==> src/rtl/fxp8s_mat_streamer.sv <==
// -----------------------------------------------------------------------------
// fxp8s_mat_streamer
//
// Streams two small signed fixed-point matrices (A, then B) from an internal
// load buffer toward a systolic array. It then collects the 3x3 result matrix
// C from the array into a result buffer that the host can read back.
//
// Ports
//   clk, rst                 clock, synchronous active-high reset
//   ld_we/ld_addr/ld_data    host writes into the load buffer (A at 0-8,
//                            B at 9-17), honoured only while not busy
//   cfg_{a,b}_{rows,cols}    active matrix dimensions 1..3 (0 means 3),
//                            latched when start is accepted
//   start                    begin a stream/collect sequence (IDLE/DONE only)
//   busy, done               sequence in progress / sticky completion flag
//   tx_en/tx_rdy             valid/ready toward the array input
//   tx_mat                   0 = word from A, 1 = word from B
//   tx_new_row               last word of a short row (receiver pads the row)
//   tx_mat_done              last word of a short matrix (receiver pads it)
//   tx_data                  stream word
//   rx_en/rx_rdy/rx_data     valid/ready/data from the array output, row-major
//   res_addr/res_data        combinational read of the result buffer
// -----------------------------------------------------------------------------
module fxp8s_mat_streamer #(
  parameter int W   = 8,
  parameter int DIM = 3
) (
  input  logic         clk,
  input  logic         rst,
  input  logic         ld_we,
  input  logic [4:0]   ld_addr,
  input  logic [W-1:0] ld_data,
  input  logic [1:0]   cfg_a_rows,
  input  logic [1:0]   cfg_a_cols,
  input  logic [1:0]   cfg_b_rows,
  input  logic [1:0]   cfg_b_cols,
  input  logic         start,
  output logic         busy,
  output logic         done,
  output logic         tx_en,
  input  logic         tx_rdy,
  output logic         tx_mat,
  output logic         tx_new_row,
  output logic         tx_mat_done,
  output logic [W-1:0] tx_data,
  input  logic         rx_en,
  output logic         rx_rdy,
  input  logic [W-1:0] rx_data,
  input  logic [3:0]   res_addr,
  output logic [W-1:0] res_data
);

  localparam int NE = DIM * DIM;   // words per matrix
  localparam int NL = 2 * NE;      // load buffer holds A and B

  typedef enum logic [2:0] {
    IDLE,
    SEND_A,
    SEND_B,
    RECV,
    DONE
  } state_t;

  state_t       state_reg;
  logic [W-1:0] ld_mem  [0:NL-1];
  logic [W-1:0] res_mem [0:NE-1];

  logic [1:0]   a_rows_reg, a_cols_reg, b_rows_reg, b_cols_reg;
  logic [1:0]   r_reg, c_reg;       // index of the word currently on tx_data
  logic [3:0]   cnt_reg;            // result capture index

  // A dimension of 0 selects the full size.
  function automatic logic [1:0] dim_eff(input logic [1:0] v);
    return (v == 2'd0) ? 2'(DIM) : v;
  endfunction

  // Returns {new_row, mat_done} for word (r,c) of an nr x nc matrix.
  function automatic logic [1:0] word_flags(input logic [1:0] r, input logic [1:0] c,
                                            input logic [1:0] nr, input logic [1:0] nc);
    logic last_w;
    logic end_row;
    end_row = (c == nc - 2'd1);
    last_w  = (r == nr - 2'd1) && end_row;
    return {(!last_w && end_row && (nc < 2'(DIM))),
            (last_w && ((nr < 2'(DIM)) || (nc < 2'(DIM))))};
  endfunction

  // Load buffer address of word (r,c); the stride is always DIM so short
  // matrices simply leave their inactive entries unread.
  function automatic logic [4:0] word_addr(input logic mat, input logic [1:0] r,
                                           input logic [1:0] c);
    return (mat ? 5'(NE) : 5'd0) + ({3'b000, r} * 5'(DIM)) + {3'b000, c};
  endfunction

  // ---------------------------------------------------------------------------
  // Next-word selection. The word presented after a transfer (or at start) is
  // precomputed here so the tx registers can be reloaded in the same cycle,
  // which is what gives one word per cycle with no bubble between A and B.
  // ---------------------------------------------------------------------------
  logic         start_acc;
  logic [1:0]   cur_rows, cur_cols;
  logic         last_word;
  logic         sel_mat;
  logic [1:0]   sel_r, sel_c, sel_rows, sel_cols;
  logic [1:0]   sel_flags;
  logic [4:0]   sel_addr;
  logic [W-1:0] sel_data;

  always_comb begin
    start_acc = start && ((state_reg == IDLE) || (state_reg == DONE));
    cur_rows  = (state_reg == SEND_B) ? b_rows_reg : a_rows_reg;
    cur_cols  = (state_reg == SEND_B) ? b_cols_reg : a_cols_reg;
    last_word = (r_reg == cur_rows - 2'd1) && (c_reg == cur_cols - 2'd1);

    sel_mat  = (state_reg == SEND_B);
    sel_r    = r_reg;
    sel_c    = c_reg + 2'd1;
    sel_rows = cur_rows;
    sel_cols = cur_cols;

    if (start_acc) begin
      // First word of A uses the dimensions being latched this cycle.
      sel_mat  = 1'b0;
      sel_r    = 2'd0;
      sel_c    = 2'd0;
      sel_rows = dim_eff(cfg_a_rows);
      sel_cols = dim_eff(cfg_a_cols);
    end else if (last_word) begin
      // End of A rolls straight into B[0][0]; end of B is not used.
      sel_mat  = 1'b1;
      sel_r    = 2'd0;
      sel_c    = 2'd0;
      sel_rows = b_rows_reg;
      sel_cols = b_cols_reg;
    end else if (c_reg == cur_cols - 2'd1) begin
      sel_r = r_reg + 2'd1;
      sel_c = 2'd0;
    end

    sel_flags = word_flags(sel_r, sel_c, sel_rows, sel_cols);
    sel_addr  = word_addr(sel_mat, sel_r, sel_c);
    sel_data  = ld_mem[sel_addr];
  end

  // Result read-back; addresses past the matrix read as zero.
  always_comb begin
    res_data = '0;
    if (res_addr < 4'(NE)) begin
      res_data = res_mem[res_addr];
    end
  end

  // ---------------------------------------------------------------------------
  // Control FSM and storage
  // ---------------------------------------------------------------------------
  always_ff @(posedge clk) begin
    if (rst) begin
      state_reg   <= IDLE;
      busy        <= 1'b0;
      done        <= 1'b0;
      tx_en       <= 1'b0;
      tx_mat      <= 1'b0;
      tx_new_row  <= 1'b0;
      tx_mat_done <= 1'b0;
      tx_data     <= '0;
      rx_rdy      <= 1'b0;
      a_rows_reg  <= 2'(DIM);
      a_cols_reg  <= 2'(DIM);
      b_rows_reg  <= 2'(DIM);
      b_cols_reg  <= 2'(DIM);
      r_reg       <= 2'd0;
      c_reg       <= 2'd0;
      cnt_reg     <= 4'd0;
      for (int i = 0; i < NL; i++) ld_mem[i] <= '0;
      for (int i = 0; i < NE; i++) res_mem[i] <= '0;
    end else begin
      if (ld_we && !busy && (ld_addr < 5'(NL))) begin
        ld_mem[ld_addr] <= ld_data;
      end

      case (state_reg)
        IDLE, DONE: begin
          if (start_acc) begin
            a_rows_reg  <= dim_eff(cfg_a_rows);
            a_cols_reg  <= dim_eff(cfg_a_cols);
            b_rows_reg  <= dim_eff(cfg_b_rows);
            b_cols_reg  <= dim_eff(cfg_b_cols);
            done        <= 1'b0;
            busy        <= 1'b1;
            cnt_reg     <= 4'd0;
            for (int i = 0; i < NE; i++) res_mem[i] <= '0;
            state_reg   <= SEND_A;
            tx_en       <= 1'b1;
            tx_mat      <= sel_mat;
            tx_new_row  <= sel_flags[1];
            tx_mat_done <= sel_flags[0];
            tx_data     <= sel_data;
            r_reg       <= sel_r;
            c_reg       <= sel_c;
          end
        end

        SEND_A, SEND_B: begin
          if (tx_rdy) begin
            if ((state_reg == SEND_B) && last_word) begin
              state_reg   <= RECV;
              tx_en       <= 1'b0;
              tx_mat      <= 1'b0;
              tx_new_row  <= 1'b0;
              tx_mat_done <= 1'b0;
              tx_data     <= '0;
              rx_rdy      <= 1'b1;
            end else begin
              if (last_word) begin
                state_reg <= SEND_B;
              end
              tx_mat      <= sel_mat;
              tx_new_row  <= sel_flags[1];
              tx_mat_done <= sel_flags[0];
              tx_data     <= sel_data;
              r_reg       <= sel_r;
              c_reg       <= sel_c;
            end
          end
        end

        RECV: begin
          if (rx_en) begin
            res_mem[cnt_reg] <= rx_data;
            cnt_reg          <= cnt_reg + 4'd1;
            if (cnt_reg == 4'(NE - 1)) begin
              state_reg <= DONE;
              done      <= 1'b1;
              busy      <= 1'b0;
              rx_rdy    <= 1'b0;
            end
          end
        end

        default: state_reg <= IDLE;
      endcase
    end
  end

endmodule

==> config.mk <==
export PLATFORM = sky130hd
export DESIGN_NAME = fxp8s_mat_streamer
export DESIGN_NICKNAME = d
export VERILOG_FILES = /design/src/rtl/fxp8s_mat_streamer.sv
export SDC_FILE = /design/constraint.sdc
export NUM_CORES = 1
export LEC_CHECK = 0
export ABC_AREA = 1
export BUFFER_PORTS_ARGS = -buffer_cell sky130_fd_sc_hd__buf_4
export CAP_MARGIN = 40
export CORE_ASPECT_RATIO = 2
export CORE_MARGIN = 2
export CORE_UTILIZATION = 45
export DETAILED_ROUTE_END_ITERATION = 10
export PLACE_DENSITY = 0.6
export SETUP_SLACK_MARGIN = 0.2
export SLEW_MARGIN = 20
export SYNTH_ARGS = -nofsm -noshare
export SYNTH_HDL_FRONTEND = slang
export SYNTH_SLANG_ARGS = --single-unit
==> constraint.sdc <==
create_clock -name clk -period 4.9 [get_ports clk]
set_input_delay 0.735 -clock clk [delete_from_list [all_inputs] [get_ports clk]]
set_output_delay 0.735 -clock clk [all_outputs]
set_load 0.01 [all_outputs]
==> flow_metrics.env, run 1 <==
export IMPL_clk_latency_ps=530
export IMPL_crit_path_start_kind="flop"
export IMPL_postLayoutSetupSlackWorst_ps=455
export IMPL_seq_area_sq_mm=0.0107
export IMPL_dr_pass1_iters=5
export IMPL_routabilityCongestion=0.893
export IMPL_io_pins=62
export IMPL_postRouteAntennaNets=0
export IMPL_synth_top_cell_area_share_pct=61.0
export IMPL_fmax_mhz=225
export IMPL_io_buffer_count=61
export IMPL_antenna_found_initial=0
export IMPL_first_global_vias=12174
export IMPL_grt_max_degree=129
export IMPL_reg_top3="ld_mem: 256 flops, res_mem: 79 flops, tx_data: 8 flops"
export IMPL_synth_top_cell_by_area="edfxtp_1"
export IMPL_finalMaxSlewViolations=0
export IMPL_arrival_ps=4910
export IMPL_timing_final_crit_share_pct=90.7
export IMPL_grtUsageMet1_pct=22.6
export IMPL_detail_route_wl_per_cell_um=19.8
export IMPL_synth_ff_type="edfxtp_1"
export IMPL_fin_nets=1834
export IMPL_overflow=0
export IMPL_ys_ff_latch=369
export IMPL_first_iter_violations=684
export IMPL_tns_ps=0
export IMPL_status="complete, no violations"
export IMPL_period_minus_slack_ps=4450
export IMPL_netlist_instances=1612
export IMPL_top_register="ld_mem"
export IMPL_fin_worst_skew_ps=15.0
export IMPL_critPathMaxFanout=10
export IMPL_hold_slack_ps=392
export IMPL_die_x_um=139
export IMPL_final_cells=2261
export IMPL_min_path_type="in2reg"
export IMPL_htreeDepth=2
export IMPL_clockBufferDepth=3
export IMPL_slew_headroom_pct=44.7
export IMPL_dp_hpwl_um=31900
export IMPL_post_place_ws_ps=137
export IMPL_vias=12126
export IMPL_grt_util_all_layers_pct=23.3
export IMPL_place_inst=2196
export IMPL_core_sq_mm=0.0363
export IMPL_die_y_um=275
export IMPL_drive_gt1_share_pct=10.8
export IMPL_nFillCells=3315
export IMPL_multi_input_area_sq_mm=0.00554
export IMPL_via_per_inst=5.36
export IMPL_rows=99
export IMPL_finalHoldViolCount=0
export IMPL_synth_edf_count=335
export IMPL_maxCapViolations=0
export IMPL_avgSynthCellArea_sq_um=10.2
export IMPL_cts_sinks=369
export IMPL_synthTopCellsByArea="edfxtp_1, nor2_1, nand2_1"
export IMPL_largest_reg_flops=256
export IMPL_grt_pass1_wl_um=68300
export IMPL_cts_tree="yes"
export IMPL_setup_viol=0
export IMPL_crit_type="reg2reg"
export IMPL_initial_core_util_pct=45.4
export IMPL_antenna_cells=0
export IMPL_drc=0
export IMPL_met3_usage_pct=2.33
export IMPL_synth_warnings=0
export IMPL_syn_area_sq_mm=0.0165
export IMPL_syn_to_final_growth_pct=16.2
export IMPL_top_usage_layer="met2"
export IMPL_cp_required_ps=5370
export IMPL_yosysSeqAreaShare_pct=65.1
export IMPL_clk_pin_slew_worst_paths_ps=70
export IMPL_rsz0062_at_grt="no"
export IMPL_met2_usage_pct=47.4
export IMPL_floorplan_die_area_sq_mm=0.0383
export IMPL_tightest_slew_ps=828
export IMPL_numCtsBuffers=34
export IMPL_synthDistinctLibCells=42
export IMPL_cp_end_kind="flop"
export IMPL_ys_async_sr_fraction_pct=0
export IMPL_totalWireLength_um=44700
export IMPL_cts_root_buf="clkbuf_16"
## Yosys cell counts (8+ instances only)
cell type,number
buf_2,14
inv_1,91
dfxtp_1,34
nand3_1,105
edfxtp_1,335
clkbuf_1,57
a221oi_1,17
nor2_1,350
clkinv_1,8
or2_2,8
nand2_1,261
o22ai_1,30
a21oi_1,57
ha_1,10
o221ai_1,24
o2111ai_1,8
o21ai_0,140
## routing by layer
layer / share of wire, % / vias up
met3: 3.1 / 101
li1: - / 5842
met1: 34 / 5885
met2: 58 / 298
met4: 5.5 / 0
met5: 0 / -
## logic make-up after synthesis
| group | Yosys count | synth area share [%] |
|---|---|---|
| compound gates | 288 | 10.2 |
| mux | 7 | 0.425 |
| other cells | 1 | 0.0227 |
| simple gates | 748 | 18.6 |
| fa+ha+maj | 12 | 1.00 |
| xor+xnor | 4 | 0.212 |
| flops | 369 | 65.1 |
| buf+inv | 183 | 4.33 |
## placed cells by master (no fill, tap or decap), drive strengths merged, types with 2 or more instances in the layout
| cell | instances |
|---|---|
| nor3 | 6 |
| ha | 10 |
| a221oi | 17 |
| fa | 2 |
| nand2 | 271 |
| xnor2 | 3 |
| o211ai | 6 |
| clkinv | 19 |
| buf | 103 |
| nand3b | 2 |
| inv | 97 |
| clkbuf | 45 |
| bufinv | 2 |
| o2111ai | 8 |
| nor2 | 352 |
| mux2i | 7 |
| nand3 | 108 |
| conb | 112 |
| or2 | 8 |
| edfxtp | 335 |
| o221ai | 24 |
| o22ai | 30 |
| a21oi | 57 |
| o21ai | 142 |
| dfxtp | 34 |
## cell type report
| type | instances | area share (%) |
|---|---|---|
| clock buffer | 45 | 4.92 |
| tap | 454 | 2.96 |
| multi-input combinational | 1171 | 28.9 |
| inverter | 104 | 2.08 |
| clock inverter | 15 | 0.679 |
| sequential | 369 | 56.0 |
| timing repair buffer | 103 | 4.39 |
## worst max-delay path, cell delays in order (launching register included)
cell and delay [ps]:
dfxtp_1 360, nor2_4 200, nand2_4 130, nand2_2 100, nand3_1 80, nand3_1 150, nand2_4 100, inv_4 90
nand2_4 100, nand2_2 100, inv_2 50, nand2_1 90, inv_1 80, fa_1 540, inv_1 70, fa_2 700
buf_12 140, buf_4 170, a21oi_1 60, a221oi_1 460, or2_2 190, inv_1 40, nand3_1 70, nand3_1 80
nand2_1 70, nand2_1 50, a21oi_1 120
## path summary, 6_finish.rpt
check | startpoint | to | slack (ps) | depth (start not counted)
worst min-delay path | rx_data[7] | res_mem[9][7]$_DFFE_PP_ | 390 | 1
worst max register to register | state_reg[0]$_SDFFE_PP0P_ | tx_data[6]$_SDFFE_PP0P_ | 450 | 26
worst max-delay path | state_reg[0]$_SDFFE_PP0P_ | tx_data[6]$_SDFFE_PP0P_ | 450 | 26
worst min register to register | tx_en$_SDFFE_PP0P_ | tx_en$_SDFFE_PP0P_ | 480 | 2
## per-stage QoR
step                area [sq um]  utilization (%)
floorplan                  16900                -
global placement           17900             49.4
detailed placement         17900             49.5
CTS                        19000             52.4
global route               19200             52.8
finish                     19200             52.8
## repair_timing
action | in CTS | in global routing
setup endpoints to repair | 4 | 8
pin swaps | 0 | 7
resized for setup | 2 | 29
setup buffers | 0 | 5
hold buffers | 0 | 0
cloned | 0 | 0
Power of run 1 is not shown: default switching activity piles up to over one toggle a cycle in this logic, so the estimate is an artifact.
==> run 2, diff against run 1 <==
- BUFFER_PORTS_ARGS: -buffer_cell sky130_fd_sc_hd__buf_4 -> -buffer_cell sky130_fd_sc_hd__buf_2
==> flow_metrics.env, run 2 (synthesized netlist as in run 1, its figures left out) <==
export IMPL_post_place_ws_ps=419
export IMPL_crit_family="simple AND/OR/NAND/NOR gates"
export IMPL_die_y_um=275
export IMPL_numCtsBuffers=35
export IMPL_final_common_cell="nor2_1"
export IMPL_die_x_um=139
export IMPL_reg_top3="ld_mem: 256 flops, res_mem: 79 flops, tx_data: 8 flops"
export IMPL_grt_max_degree=129
export IMPL_dp_hpwl_um=31800
export IMPL_tns_ps=0
export IMPL_cp_end_kind="flop"
export IMPL_rows=99
export IMPL_crit_path_start_kind="flop"
export IMPL_top_register="ld_mem"
export IMPL_path_cells="nor2_4, nand2_4, nand2_1, nand3_1, nand2_1, nand2_1, nand2_2, nand2_4, nand2_1, inv_2, nand2_1, inv_1, fa_1, inv_1, fa_2, buf_8, o21ai_0, o221ai_1, o21ai_0, nand3_1, nand3_1, nand2_1, nand2_1, a21oi_1"
export IMPL_finalMaxSlewViolations=0
export IMPL_core_sq_mm=0.0363
export IMPL_routabilityCongestion=0.919
export IMPL_cts_root_buf="clkbuf_16"
export IMPL_drive_gt1_share_pct=9.78
export IMPL_layout_common_cells="nor2_1, edfxtp_1, nand2_1"
export IMPL_slew_headroom_pct=45.6
export IMPL_first_global_vias=12464
export IMPL_finalHoldViolCount=0
export IMPL_arrival_ps=4850
export IMPL_post_cts_resized=0
export IMPL_grt_util_all_layers_pct=23.2
export IMPL_cp_slowest_cell="fa_2"
export IMPL_first_iter_violations=750
export IMPL_setup_viol=0
export IMPL_largest_reg_flops=256
export IMPL_cts_tree="yes"
export IMPL_io_pins=62
export IMPL_cts_sinks=369
export IMPL_period_minus_slack_ps=4380
export IMPL_rsz0062_at_grt="no"
export IMPL_fmax_mhz=228
export IMPL_via_per_inst=5.35
export IMPL_syn_to_final_growth_pct=14.9
export IMPL_cp_required_ps=5370
export IMPL_crit_top_cell="nand2_1"
export IMPL_clk_latency_ps=540
export IMPL_multi_input_area_sq_mm=0.00548
export IMPL_fin_nets=1824
export IMPL_hold_buffers=0
export IMPL_critPathMaxStageDelay_ps=600
export IMPL_nFillCells=3349
export IMPL_utilization_pct=52.2
export IMPL_clk_pin_slew_worst_paths_ps=70
export IMPL_detail_route_wl_per_cell_um=19.6
export IMPL_grt_pass1_wl_um=67700
export IMPL_worst_path_buf_inv=4
export IMPL_min_path_type="in2reg"
export IMPL_postRouteAntennaNets=0
export IMPL_dr_pass1_iters=7
export IMPL_drc=0
export IMPL_htreeDepth=2
export IMPL_io_buffer_count=61
export IMPL_tightest_slew_ps=813
export IMPL_initial_core_util_pct=45.4
export IMPL_timing_final_crit_share_pct=89.5
export IMPL_post_cts_buffers=0
export IMPL_floorplan_die_area_sq_mm=0.0383
export IMPL_fin_worst_skew_ps=20.9
export IMPL_crit_type="reg2reg"
export IMPL_postLayoutSetupSlackWorst_ps=516
export IMPL_clockBufferDepth=3
export IMPL_status="complete, no violations"
export IMPL_antenna_cells=0
export IMPL_totalWireLength_um=44300
export IMPL_place_area_sq_mm=0.0178
export IMPL_design_area_sq_mm=0.0189
export IMPL_vias=12070
export IMPL_overflow=0
export IMPL_critPathMaxFanout=36
export IMPL_seq_area_sq_mm=0.0107
export IMPL_antenna_found_initial=0
export IMPL_maxCapViolations=0
-- run 2: final timing paths --
check,start,endpoint,slack [ps],cells after the start
worst min register to register,tx_en$_SDFFE_PP0P_,tx_en$_SDFFE_PP0P_,480,2
worst max-delay path,state_reg[2]$_SDFFE_PP0P_,tx_data[3]$_SDFFE_PP0P_,520,24
worst max register to register,state_reg[2]$_SDFFE_PP0P_,tx_data[3]$_SDFFE_PP0P_,520,24
worst min-delay path,rx_data[1],res_mem[9][1]$_DFFE_PP_,400,1
-- run 2: cell type report --
class                           count  area share (%)
Inverter                          104            2.09
Sequential cell                   369            56.7
Tap cell                          454            3.00
Timing Repair Buffer               92            3.12
Clock inverter                     21            1.20
Multi-Input combinational cell   1171            28.9
Clock buffer                       43            5.00
-- run 2: metal layers --
metal  up-vias  share of wire [%]  track usage (%)
li1       5815                  -                -
met1      5842                 31             20.4
met2       282                 59             48.5
met3       131                3.0             2.23
met4         0                6.6             14.3
met5         -                  0                0
-- run 2: metrics by stage --
step                      hold slack, ps  std cells
after floorplan                      447       1723
after global placement               468       2190
after detailed placement             467       2190
final                                400       2254
after CTS                            382       2254
after global routing                 384       2254
Power of run 2 is left out for the same reason.
